File: src/rtl/srai.sv
// srai: registered arithmetic right shift (log2 barrel), 1-cycle latency.
// Define SRAI_PIPE2_EN to split the barrel into two register stages (2-cycle latency).
module srai #(
   parameter int DATA_W  = 16,
   parameter int SHAMT_W = 4
) (
   input  logic              clk,
   input  logic              rst,
   input  logic              in_valid,
   input  logic [DATA_W-1:0] shift,
   input  logic [DATA_W-1:0] alu_in_1,
   output logic [DATA_W-1:0] alu_out,
   output logic              out_valid
);
   localparam int SPLIT = 2;
   logic [DATA_W-1:0]     lo [SPLIT+1];
   logic [DATA_W-1:0]     hi [SPLIT:SHAMT_W];
   logic [DATA_W-1:SPLIT] hi_shift;
   logic                  hi_sign;
   logic                  hi_valid;
   logic                  sat;
   assign lo[0] = alu_in_1;
   for (genvar k = 0; k < SPLIT; k++) begin : g_lo
      assign lo[k+1] = shift[k] ? {{(2**k){alu_in_1[DATA_W-1]}}, lo[k][DATA_W-1:2**k]} : lo[k];
   end
`ifdef SRAI_PIPE2_EN
   logic [DATA_W-1:0]     p_data;
   logic [DATA_W-1:SPLIT] p_shift;
   logic                  p_sign;
   logic                  p_valid;
   always_ff @(posedge clk) begin
      if (rst) begin
         p_data  <= '0;
         p_shift <= '0;
         p_sign  <= 1'b0;
         p_valid <= 1'b0;
      end else begin
         p_data  <= lo[SPLIT];
         p_shift <= shift[DATA_W-1:SPLIT];
         p_sign  <= alu_in_1[DATA_W-1];
         p_valid <= in_valid;
      end
   end
   assign hi[SPLIT] = p_data;
   assign hi_shift  = p_shift;
   assign hi_sign   = p_sign;
   assign hi_valid  = p_valid;
`else
   assign hi[SPLIT] = lo[SPLIT];
   assign hi_shift  = shift[DATA_W-1:SPLIT];
   assign hi_sign   = alu_in_1[DATA_W-1];
   assign hi_valid  = in_valid;
`endif
   for (genvar k = SPLIT; k < SHAMT_W; k++) begin : g_hi
      assign hi[k+1] = hi_shift[k] ? {{(2**k){hi_sign}}, hi[k][DATA_W-1:2**k]} : hi[k];
   end
   // any shift >= DATA_W leaves only sign copies
   assign sat = |hi_shift[DATA_W-1:SHAMT_W];
   always_ff @(posedge clk) begin
      if (rst) begin
         alu_out   <= '0;
         out_valid <= 1'b0;
      end else begin
         out_valid <= hi_valid;
         if (hi_valid) alu_out <= sat ? {DATA_W{hi_sign}} : hi[SHAMT_W];
      end
   end
endmodule

File: config.mk
export PLATFORM = sky130hd
export DESIGN_NAME = srai
export DESIGN_NICKNAME = d
export VERILOG_FILES = /design/src/rtl/srai.sv
export SDC_FILE = /design/constraint.sdc
export NUM_CORES = 1
export LEC_CHECK = 0
export ABC_AREA = 1
export BUFFER_PORTS_ARGS = -buffer_cell sky130_fd_sc_hd__buf_4
export CAP_MARGIN = 20
export CORE_ASPECT_RATIO = 1.1
export CORE_MARGIN = 2
export CORE_UTILIZATION = 25
export DETAILED_ROUTE_END_ITERATION = 16
export REMOVE_ABC_BUFFERS = 1
export SLEW_MARGIN = 10
export SYNTH_ARGS = -nofsm -noshare
export SYNTH_HDL_FRONTEND = slang
export SYNTH_SLANG_ARGS = --single-unit
File: constraint.sdc
create_clock -name clk -period 1.7 [get_ports clk]
set_clock_uncertainty 0.15 [all_clocks]
set_input_delay 0.17 -clock clk [delete_from_list [all_inputs] [get_ports clk]]
set_output_delay 0.17 -clock clk [all_outputs]
set_load 0.01 [all_outputs]
==> impl_metrics.py, run 1 <==
metrics = {
    "final_layout": {
        "antenna_cells": 0,
        "fin_cells": 380,
        "finish.instance_area_sq_um": 1880,
        "fin_util_pct": 34.4,
        "drive_gt1_share_pct": 21.0,
        "fin_nets": 341,
        "syn_to_final_growth_pct": 31.3,
    },
    "power": {
        "powerDensity_nw_per_um2": 575,
        "ir_drop_v": 0.000267,
        "p_leak_nw": 0.983,
        "total_power_mw": 1.08,
    },
    "clock_tree": {
        "numCtsBuffers": 3,
        "cts_buffer_depth": 2,
        "cts_tree": "built",
        "clk_pin_slew_ns": 0.07,
        "postCtsSetupBuffers": 0,
        "htreeDepth": 1,
        "cts.sinks": 17,
        "cts-root-buf": "clkbuf_8",
        "clock_latency_ns": 0.25,
    },
    "detailed_routing": {
        "dr.pass1.iters": 4,
        "wl_per_cell_um": 10.5,
        "final_antenna_net_count": 0,
        "dr.first_iter.drc_count": 81,
        "vias": 1710,
        "wl_um": 3980,
        "via_per_inst": 4.50,
        "drcViolationCount": 0,
    },
    "yosys": {
        "yosysTopAreaCellShare_pct": 32.0,
        "synthFlopType": "dfxtp_1",
        "synthArstFlopShare_pct": 0,
        "synth_common_cells": "122 x nand2_1, 44 x nand3_1, 26 x nor2_1",
        "yosysTopAreaCell": "nand2_1",
        "yosys-top-cells-area": "nand2_1 32%, dfxtp_1 24%, nand3_1 15%, nor2_1 6.8%, a21oi_1 3.5%",
        "syn_area_sq_um": 1430,
        "syn_area_per_cell_sq_um": 5.46,
        "syn_inst": 262,
        "yosysSeqAreaShare_pct": 23.8,
        "yosys_warnings": 0,
        "synth_cell_types": 23,
        "synth-edff-count": 0,
        "synth_most_common_cell": "nand2_1",
        "ys_ff_latch": 17,
    },
    "grt": {
        "grt_max_degree": 19,
        "grt_overflow": 0,
        "grt_use_total_pct": 12.7,
        "first_global_vias": 1559,
        "gr-usage-met3_pct": 1.09,
        "busiest_layer": "met2",
        "antenna_found_initial": 0,
        "grt_use_met2_pct": 20.4,
        "met1_usage_pct": 18.1,
        "grt_pass1_wl_um": 6910,
    },
    "sta": {
        "post-route-period-util_pct": 76.2,
        "worst_slew_pin_slew_ns": 0.272,
        "rsz0062_at_grt": "no",
        "slew_headroom_pct": 81.8,
        "final-max-slew-violation-count": 0,
        "final.setup.worst_slack_ns": 0.404,
        "fmax_mhz": 772,
        "hold_viol": 0,
        "whs_ns": 0.0942,
        "setup_tns_ns": 0,
        "period_minus_slack_ns": 1.30,
        "setup_viol": 0,
    },
    "critical_path": {
        "reg2reg_depth": 2,
        "startpoint_type": "primary input",
        "end_kind": "register",
        "arrival_ns": 1.33,
        "worst-path-max-fanout": 10,
        "worstPathRequired_ns": 1.73,
        "critical_path_class": "primary input to register",
    },
    "place": {
        "placedCellCount": 375,
        "dp_hpwl_um": 3130,
        "place_congestion": 0.837,
        "port_buffers": 51,
        "placed_cell_area_sq_um": 1820,
        "dpl_worst_slack_ns": 0.234,
    },
    "floorplanning": {
        "die_w_um": 76.1,
        "dieArea_sq_um": 6350,
        "core_area_sq_um": 5470,
        "die_h_um": 83.4,
        "start_util_pct": 26.2,
        "ioPinCount": 52,
        "row_count": 28,
    },
    "worst_hold_path": {
        "hold_depth": 3,
        "hp-class": "primary input to register",
    },
    "flow_run": {
        "drv_cap": 0,
    },
    "outcome": {
        "status": "finished, final reports clean",
    },
}
[worst paths after layout]
kind | from | endpoint | slack, ns
setup / recovery | rst | alu_out[13]$_SDFFE_PP0P_ | 0.40
hold / removal | alu_in_1[15] | alu_out[15]$_SDFFE_PP0P_ | 0.09
setup reg to reg | alu_out[5]$_SDFFE_PP0P_ | alu_out[5]$_SDFFE_PP0P_ | 0.89
hold reg to reg | alu_out[15]$_SDFFE_PP0P_ | alu_out[15]$_SDFFE_PP0P_ | 0.31
[where the power goes]
group	leakage [nW]	internal [mW]	switching, mW
Clock	0.0255	0.162	0.137
Combinational	0.817	0.152	0.194
Sequential	0.141	0.424	0.0116
[worst max-delay path, stage by stage]
cell and delay, ns:
dlygate4sd3_1 0.54, buf_4 0.17, inv_1 0.20, o21ai_0 0.13, a21oi_1 0.12
[kinds of logic (layout without fill, tap and decap cells)]
logic type	Yosys count	in the layout	share of synthesized area (%)
flip-flops	17	17	23.8
AO/OA/AOI/OAI	21	21	7.52
buffers and inverters	24	67	9.00
AND/OR/NAND/NOR	200	200	59.7
[metal layers]
metal	share of wire [%]	wire length (um)	up-vias
li1	-	-	924
met1	49	1930	731
met2	44	1770	51
met3	5.7	228	4
met4	1.2	47	0
met5	0	0	-
[area by class of cell]
type / count / area [sq um]
Clock buffer: 3 / 41.3
Clock inverter: 1 / 5.00
Fill cell: 645 / 3590
Inverter: 11 / 43.8
Multi-Input combinational cell: 221 / 962
Sequential cell: 17 / 340
Tap cell: 75 / 93.8
Timing Repair Buffer: 52 / 393
[cell usage in the layout (no fill, tap or decap), types with 2 or more instances in the layout]
cell      synthesis  layout
o21ai_0          10      10
clkbuf_8          0       3
nor2_1           26      26
nand3_1          44      44
inv_1             8       8
inv_2             2       2
nand2_1         122     122
dfxtp_1          17      17
buf_4             3      51
a21oi_1          10      10
nor2_4            2       2
[sequential cells by signal, indices dropped and copies added (netlist names)]
register	flops
alu_out	16
out_valid	1
[timing repair]
action / CTS / global route
hold buffers: 1 / 0
hold endpoints to repair: 7 / 0
setup endpoints to repair: 0 / 0
gates resized for setup: 0 / 0
No activity file was read; power rests on OpenSTA's default activity.
==> run 2, diff against run 1 <==
==> constraint.sdc (replaced) <==
create_clock -name clk -period 1.2 [get_ports clk]
set_clock_uncertainty 0.15 [all_clocks]
set_input_delay 0.12 -clock clk [delete_from_list [all_inputs] [get_ports clk]]
set_output_delay 0.12 -clock clk [all_outputs]
set_load 0.01 [all_outputs]
==> run 2 against run 1 <==
Via count is 2.3% higher. Worst setup slack worse by 0.32 ns. Sequential power is 42% higher. Register-to-register slack worse by 0.50 ns. Core utilization is 2.2 points higher. Sequential share of layout area is 1.1 points lower. Non-clock buffer count is 9 higher. Hold slack worse by 0.036 ns. Combinational power is 54% higher. Clock power is 38% higher.
==> impl_metrics.py, run 2 (same netlist as run 1, synthesis figures left out) <==
metrics = {
    "place": {
        "place_congestion": 0.844,
        "port_buffers": 51,
        "dp_hpwl_um": 3280,
    },
    "sta": {
        "post-route-period-util_pct": 93.1,
        "hold_viol": 0,
        "worst_slew_pin_slew_ns": 0.272,
        "fmax_mhz": 895,
        "setup_viol": 0,
        "rsz0062_at_grt": "yes",
        "period_minus_slack_ns": 1.12,
        "final-max-slew-violation-count": 0,
        "slew_headroom_pct": 81.9,
        "setup_tns_ns": 0,
    },
    "detailed_routing": {
        "drcViolationCount": 0,
        "wl_um": 4120,
        "final_antenna_net_count": 0,
        "dr.pass1.iters": 5,
        "wl_per_cell_um": 10.6,
        "via_per_inst": 4.49,
        "vias": 1750,
        "dr.first_iter.drc_count": 104,
    },
    "final_layout": {
        "largest_reg_flops": 16,
        "fin_util_pct": 36.6,
        "top_regs": "alu_out: 16 flops, out_valid: 1 flops",
        "final_common_cell": "nand2_1",
        "fin_nets": 351,
        "antenna_cells": 0,
        "syn_to_final_growth_pct": 39.8,
        "multiInputGateArea_sq_um": 998,
        "layout_common_cells": "120 x nand2_1, 56 x buf_4, 44 x nand3_1",
        "nFillCells": 670,
        "regMostFlops": "alu_out",
        "regArea_sq_um": 340,
        "drive_gt1_share_pct": 25.4,
    },
    "power": {
        "p_leak_nw": 1.04,
        "total_power_mw": 1.56,
        "powerDensity_nw_per_um2": 781,
        "ir_drop_v": 0.000321,
    },
    "floorplanning": {
        "dieArea_sq_um": 6350,
        "core_area_sq_um": 5470,
        "row_count": 28,
        "die_w_um": 76.1,
        "start_util_pct": 26.2,
        "die_h_um": 83.4,
        "ioPinCount": 52,
    },
    "clock_tree": {
        "cts_tree": "built",
        "clk_pin_slew_ns": 0.06,
        "numCtsBuffers": 3,
        "cts_buffer_depth": 2,
        "cts-root-buf": "clkbuf_8",
        "clock_latency_ns": 0.25,
        "cts.sinks": 17,
        "htreeDepth": 1,
    },
    "critical_path": {
        "worstPathRequired_ns": 1.24,
        "r2r_setup_slack_ns": 0.39,
        "startpoint_type": "primary input",
        "arrival_ns": 1.16,
        "worst-path-max-fanout": 8,
        "critical_path_class": "primary input to register",
        "end_kind": "register",
    },
    "grt": {
        "antenna_found_initial": 0,
        "grt_pass1_wl_um": 6930,
        "grt_overflow": 0,
        "first_global_vias": 1536,
        "grt_use_total_pct": 12.7,
        "grt_max_degree": 18,
    },
    "flow_run": {
        "drv_cap": 0,
    },
    "outcome": {
        "status": "finished, final reports clean",
    },
    "worst_hold_path": {
        "hp-class": "primary input to register",
    },
}
## run 2: cell types whose count changed in the layout (fill, tap and decap cells not counted), sizes merged
cell  delta
buf      +9
nor2     +1
## run 2: report_power, final
group	switching (mW)	leakage, nW	total [mW]	internal [mW]
clock	0.184	0.0255	0.414	0.230
sequential	0.0167	0.141	0.617	0.601
combinational	0.289	0.871	0.532	0.243
## run 2: final timing paths
check	startpoint	depth (start not counted)	end
max	shift[9]	10	alu_out[4]$_SDFFE_PP0P_
min	alu_in_1[15]	3	alu_out[15]$_SDFFE_PP0P_
max reg2reg	alu_out[5]$_SDFFE_PP0P_	2	alu_out[5]$_SDFFE_PP0P_
min reg2reg	alu_out[15]$_SDFFE_PP0P_	2	alu_out[15]$_SDFFE_PP0P_
## run 2: metrics by stage
stage                     instance area [sq um]  hold WS (ns)  cells  setup WS, ns
after global placement                     1890         0.205    384        -0.140
after CTS                                  1950        0.0541    389        0.0894
after detailed placement                   1890         0.207    384        -0.171
final                                      2000        0.0581    390        0.0822
after floorplan                            1350        0.0391    249        0.0648
after global routing                       2000        0.0783    390       0.00389
## run 2: area by class of cell
class                      count  share of cell area (%)
clock buffer                   3                    2.06
clock inverter                 1                   0.250
inverter                      11                    2.31
multi-input combinational    222                    49.9
sequential                    17                    17.0
tap                           75                    4.69
timing repair buffer          61                    23.8
## run 2: critical path, cell delays in order
cell,delay (ns)
buf_4,0.11
nor2_1,0.09
nand2_1,0.09
nor2_4,0.13
nand2_4,0.12
nor2_8,0.18
nand2_2,0.06
nor2_1,0.10
nor2_1,0.07
nor2_1,0.09
## run 2: per-layer routing
layer	share of wire (%)	global-route usage [%]	vias up	wire length, um
met5	0	0	-	0
met2	46	20.0	54	1900
li1	-	-	941	-
met3	5.2	1.30	4	213
met1	48	18.4	751	1980
met4	0.87	3.64	0	36
## run 2: timing repair
action | CTS | global route
hold buffers | 1 | 0
endpoints found under the setup margin | 0 | 8
buffers inserted | 0 | 0
resized for setup | 0 | 13
endpoints found under the hold margin | 7 | 0
==> run 3, diff against run 2 <==
--- a/config.mk
+++ b/config.mk
@@ -12,6 +12,7 @@
 export CORE_MARGIN = 2
 export CORE_UTILIZATION = 25
 export DETAILED_ROUTE_END_ITERATION = 16
+export PLACE_DENSITY_LB_ADDON = 0.1
 export REMOVE_ABC_BUFFERS = 1
 export SLEW_MARGIN = 10
 export SYNTH_ARGS = -nofsm -noshare
==> run 3 against run 2 <==
Final cell count rose by 1.5%. Worst setup slack worse by 0.044 ns. Non-clock buffer count increased by 6. Largest cell class unchanged. Register-to-register slack is essentially flat. Maximum frequency down 3.8%. Flip-flop and latch count unchanged. Total power rose by 3.0%. Clock power rose by 3%. Clock-buffer cell count grew 1. Via count fell by 0.29%.
==> impl_metrics.py, run 3 (same netlist as run 1, synthesis figures left out) <==
metrics = {
    "outcome": {
        "status": "finished, final reports clean",
    },
    "clock_tree": {
        "clock_latency_ns": 0.25,
        "htreeDepth": 1,
        "clk_pin_slew_ns": 0.07,
        "cts.sinks": 17,
        "cts_buffer_depth": 2,
        "cts_tree": "built",
        "cts-root-buf": "clkbuf_8",
        "numCtsBuffers": 3,
    },
    "sta": {
        "setup_viol": 0,
        "post-route-period-util_pct": 96.8,
        "fmax_mhz": 861,
        "rsz0062_at_grt": "yes",
        "worst_slew_pin_slew_ns": 0.291,
        "final.setup.worst_slack_ns": 0.0380,
        "final-max-slew-violation-count": 0,
        "hold_viol": 0,
        "period_minus_slack_ns": 1.16,
        "slew_headroom_pct": 80.6,
        "setup_tns_ns": 0,
    },
    "final_layout": {
        "finish.instance_area_sq_um": 2130,
        "nFillCells": 647,
        "drive_gt1_share_pct": 29.9,
        "top_regs": "alu_out: 16 flops, out_valid: 1 flops",
        "antenna_cells": 0,
        "fin_cells": 396,
        "largest_reg_flops": 16,
        "layout_common_cells": "118 x nand2_1, 59 x buf_4, 41 x nand3_1",
        "regArea_sq_um": 340,
        "syn_to_final_growth_pct": 48.7,
        "regMostFlops": "alu_out",
        "fin_nets": 357,
        "final_common_cell": "nand2_1",
        "multiInputGateArea_sq_um": 1050,
    },
    "floorplanning": {
        "dieArea_sq_um": 6350,
        "core_area_sq_um": 5470,
        "ioPinCount": 52,
        "start_util_pct": 26.2,
        "die_h_um": 83.4,
        "row_count": 28,
        "die_w_um": 76.1,
    },
    "critical_path": {
        "cpPeakStageDelay_ns": 0.17,
        "cp_top_family": "simple AND/OR/NAND/NOR gates",
        "slowest_stage": "nor2_8",
        "arrival_ns": 1.20,
        "worstPathRequired_ns": 1.24,
        "path_cells": "buf_4 -> nor2_2 -> nand2_2 -> nor2_4 -> nand2_4 -> nor2_8 -> buf_12 -> nand2_4 -> nor2_4 -> nor2_2 -> nor2_1",
        "worst-path-max-fanout": 5,
        "critical_path_class": "primary input to register",
        "startpoint_type": "primary input",
        "cp_num_buf_inv": 2,
        "end_kind": "register",
    },
    "grt": {
        "grt_pass1_wl_um": 7440,
        "first_global_vias": 1625,
        "grt_use_met2_pct": 22.8,
        "grt_use_total_pct": 13.8,
        "met1_usage_pct": 19.1,
        "grt_max_degree": 17,
        "antenna_found_initial": 0,
        "gr-usage-met3_pct": 1.74,
        "busiest_layer": "met2",
        "grt_overflow": 0,
    },
    "detailed_routing": {
        "drcViolationCount": 0,
        "dr.pass1.iters": 4,
        "dr.first_iter.drc_count": 52,
        "via_per_inst": 4.41,
        "wl_per_cell_um": 11.1,
        "vias": 1745,
        "final_antenna_net_count": 0,
        "wl_um": 4380,
    },
    "power": {
        "p_leak_nw": 1.09,
        "powerDensity_nw_per_um2": 756,
        "total_power_mw": 1.61,
        "ir_drop_v": 0.000366,
    },
    "place": {
        "placedCellCount": 388,
        "place_congestion": 0.808,
        "dp_hpwl_um": 3440,
        "port_buffers": 51,
        "placed_cell_area_sq_um": 1930,
        "dpl_worst_slack_ns": -0.183,
    },
    "worst_hold_path": {
        "hp-class": "primary input to register",
    },
    "flow_run": {
        "drv_cap": 0,
    },
}
run 3: layer usage:
metal	part of all wire (%)	vias to the layer above
met5	0	-
met4	0.62	0
met3	3.1	2
met2	46	27
met1	50	758
li1	-	958
run 3: cell type report:
cell class                 instances  area share, %
clock buffer                       4           2.12
inverter                          11           2.35
tap                               75           4.41
sequential                        17           16.0
timing repair buffer              67           25.8
multi-input combinational        222           49.3
run 3: worst paths after layout:
check | cells past startpoint | endpoint | slack [ns] | startpoint
worst max-delay path | 11 | alu_out[5]$_SDFFE_PP0P_ | 0.04 | shift[9]
worst min-delay path | 3 | alu_out[1]$_SDFFE_PP0P_ | 0.06 | in_valid
worst max register to register | 2 | alu_out[5]$_SDFFE_PP0P_ | 0.39 | alu_out[5]$_SDFFE_PP0P_
worst min register to register | 2 | alu_out[10]$_SDFFE_PP0P_ | 0.32 | alu_out[10]$_SDFFE_PP0P_
run 3: where the power goes:
part / switching (mW) / internal [mW]
logic: 0.305 / 0.261
registers: 0.0158 / 0.600
clock network: 0.191 / 0.235
run 3: timing repair:
action,4_1_cts,5_1_grt
endpoints found under the hold margin,7,0
endpoints found under the setup margin,0,10
setup buffers,0,2
hold buffers,1,0
resized for setup,0,30
run 3: worst reg2reg max path, stage by stage (launching register included):
cell and delay, ns:
dfxtp_1 0.32, o21ai_0 0.18, nor2_1 0.06
run 3: per-stage QoR:
stage	hold slack, ns	util (%)
after floorplan	0.0391	-
after global placement	0.205	35.4
after detailed placement	0.208	35.4
after CTS	0.0630	36.4
after global routing	0.0808	38.9
final	0.0582	38.9
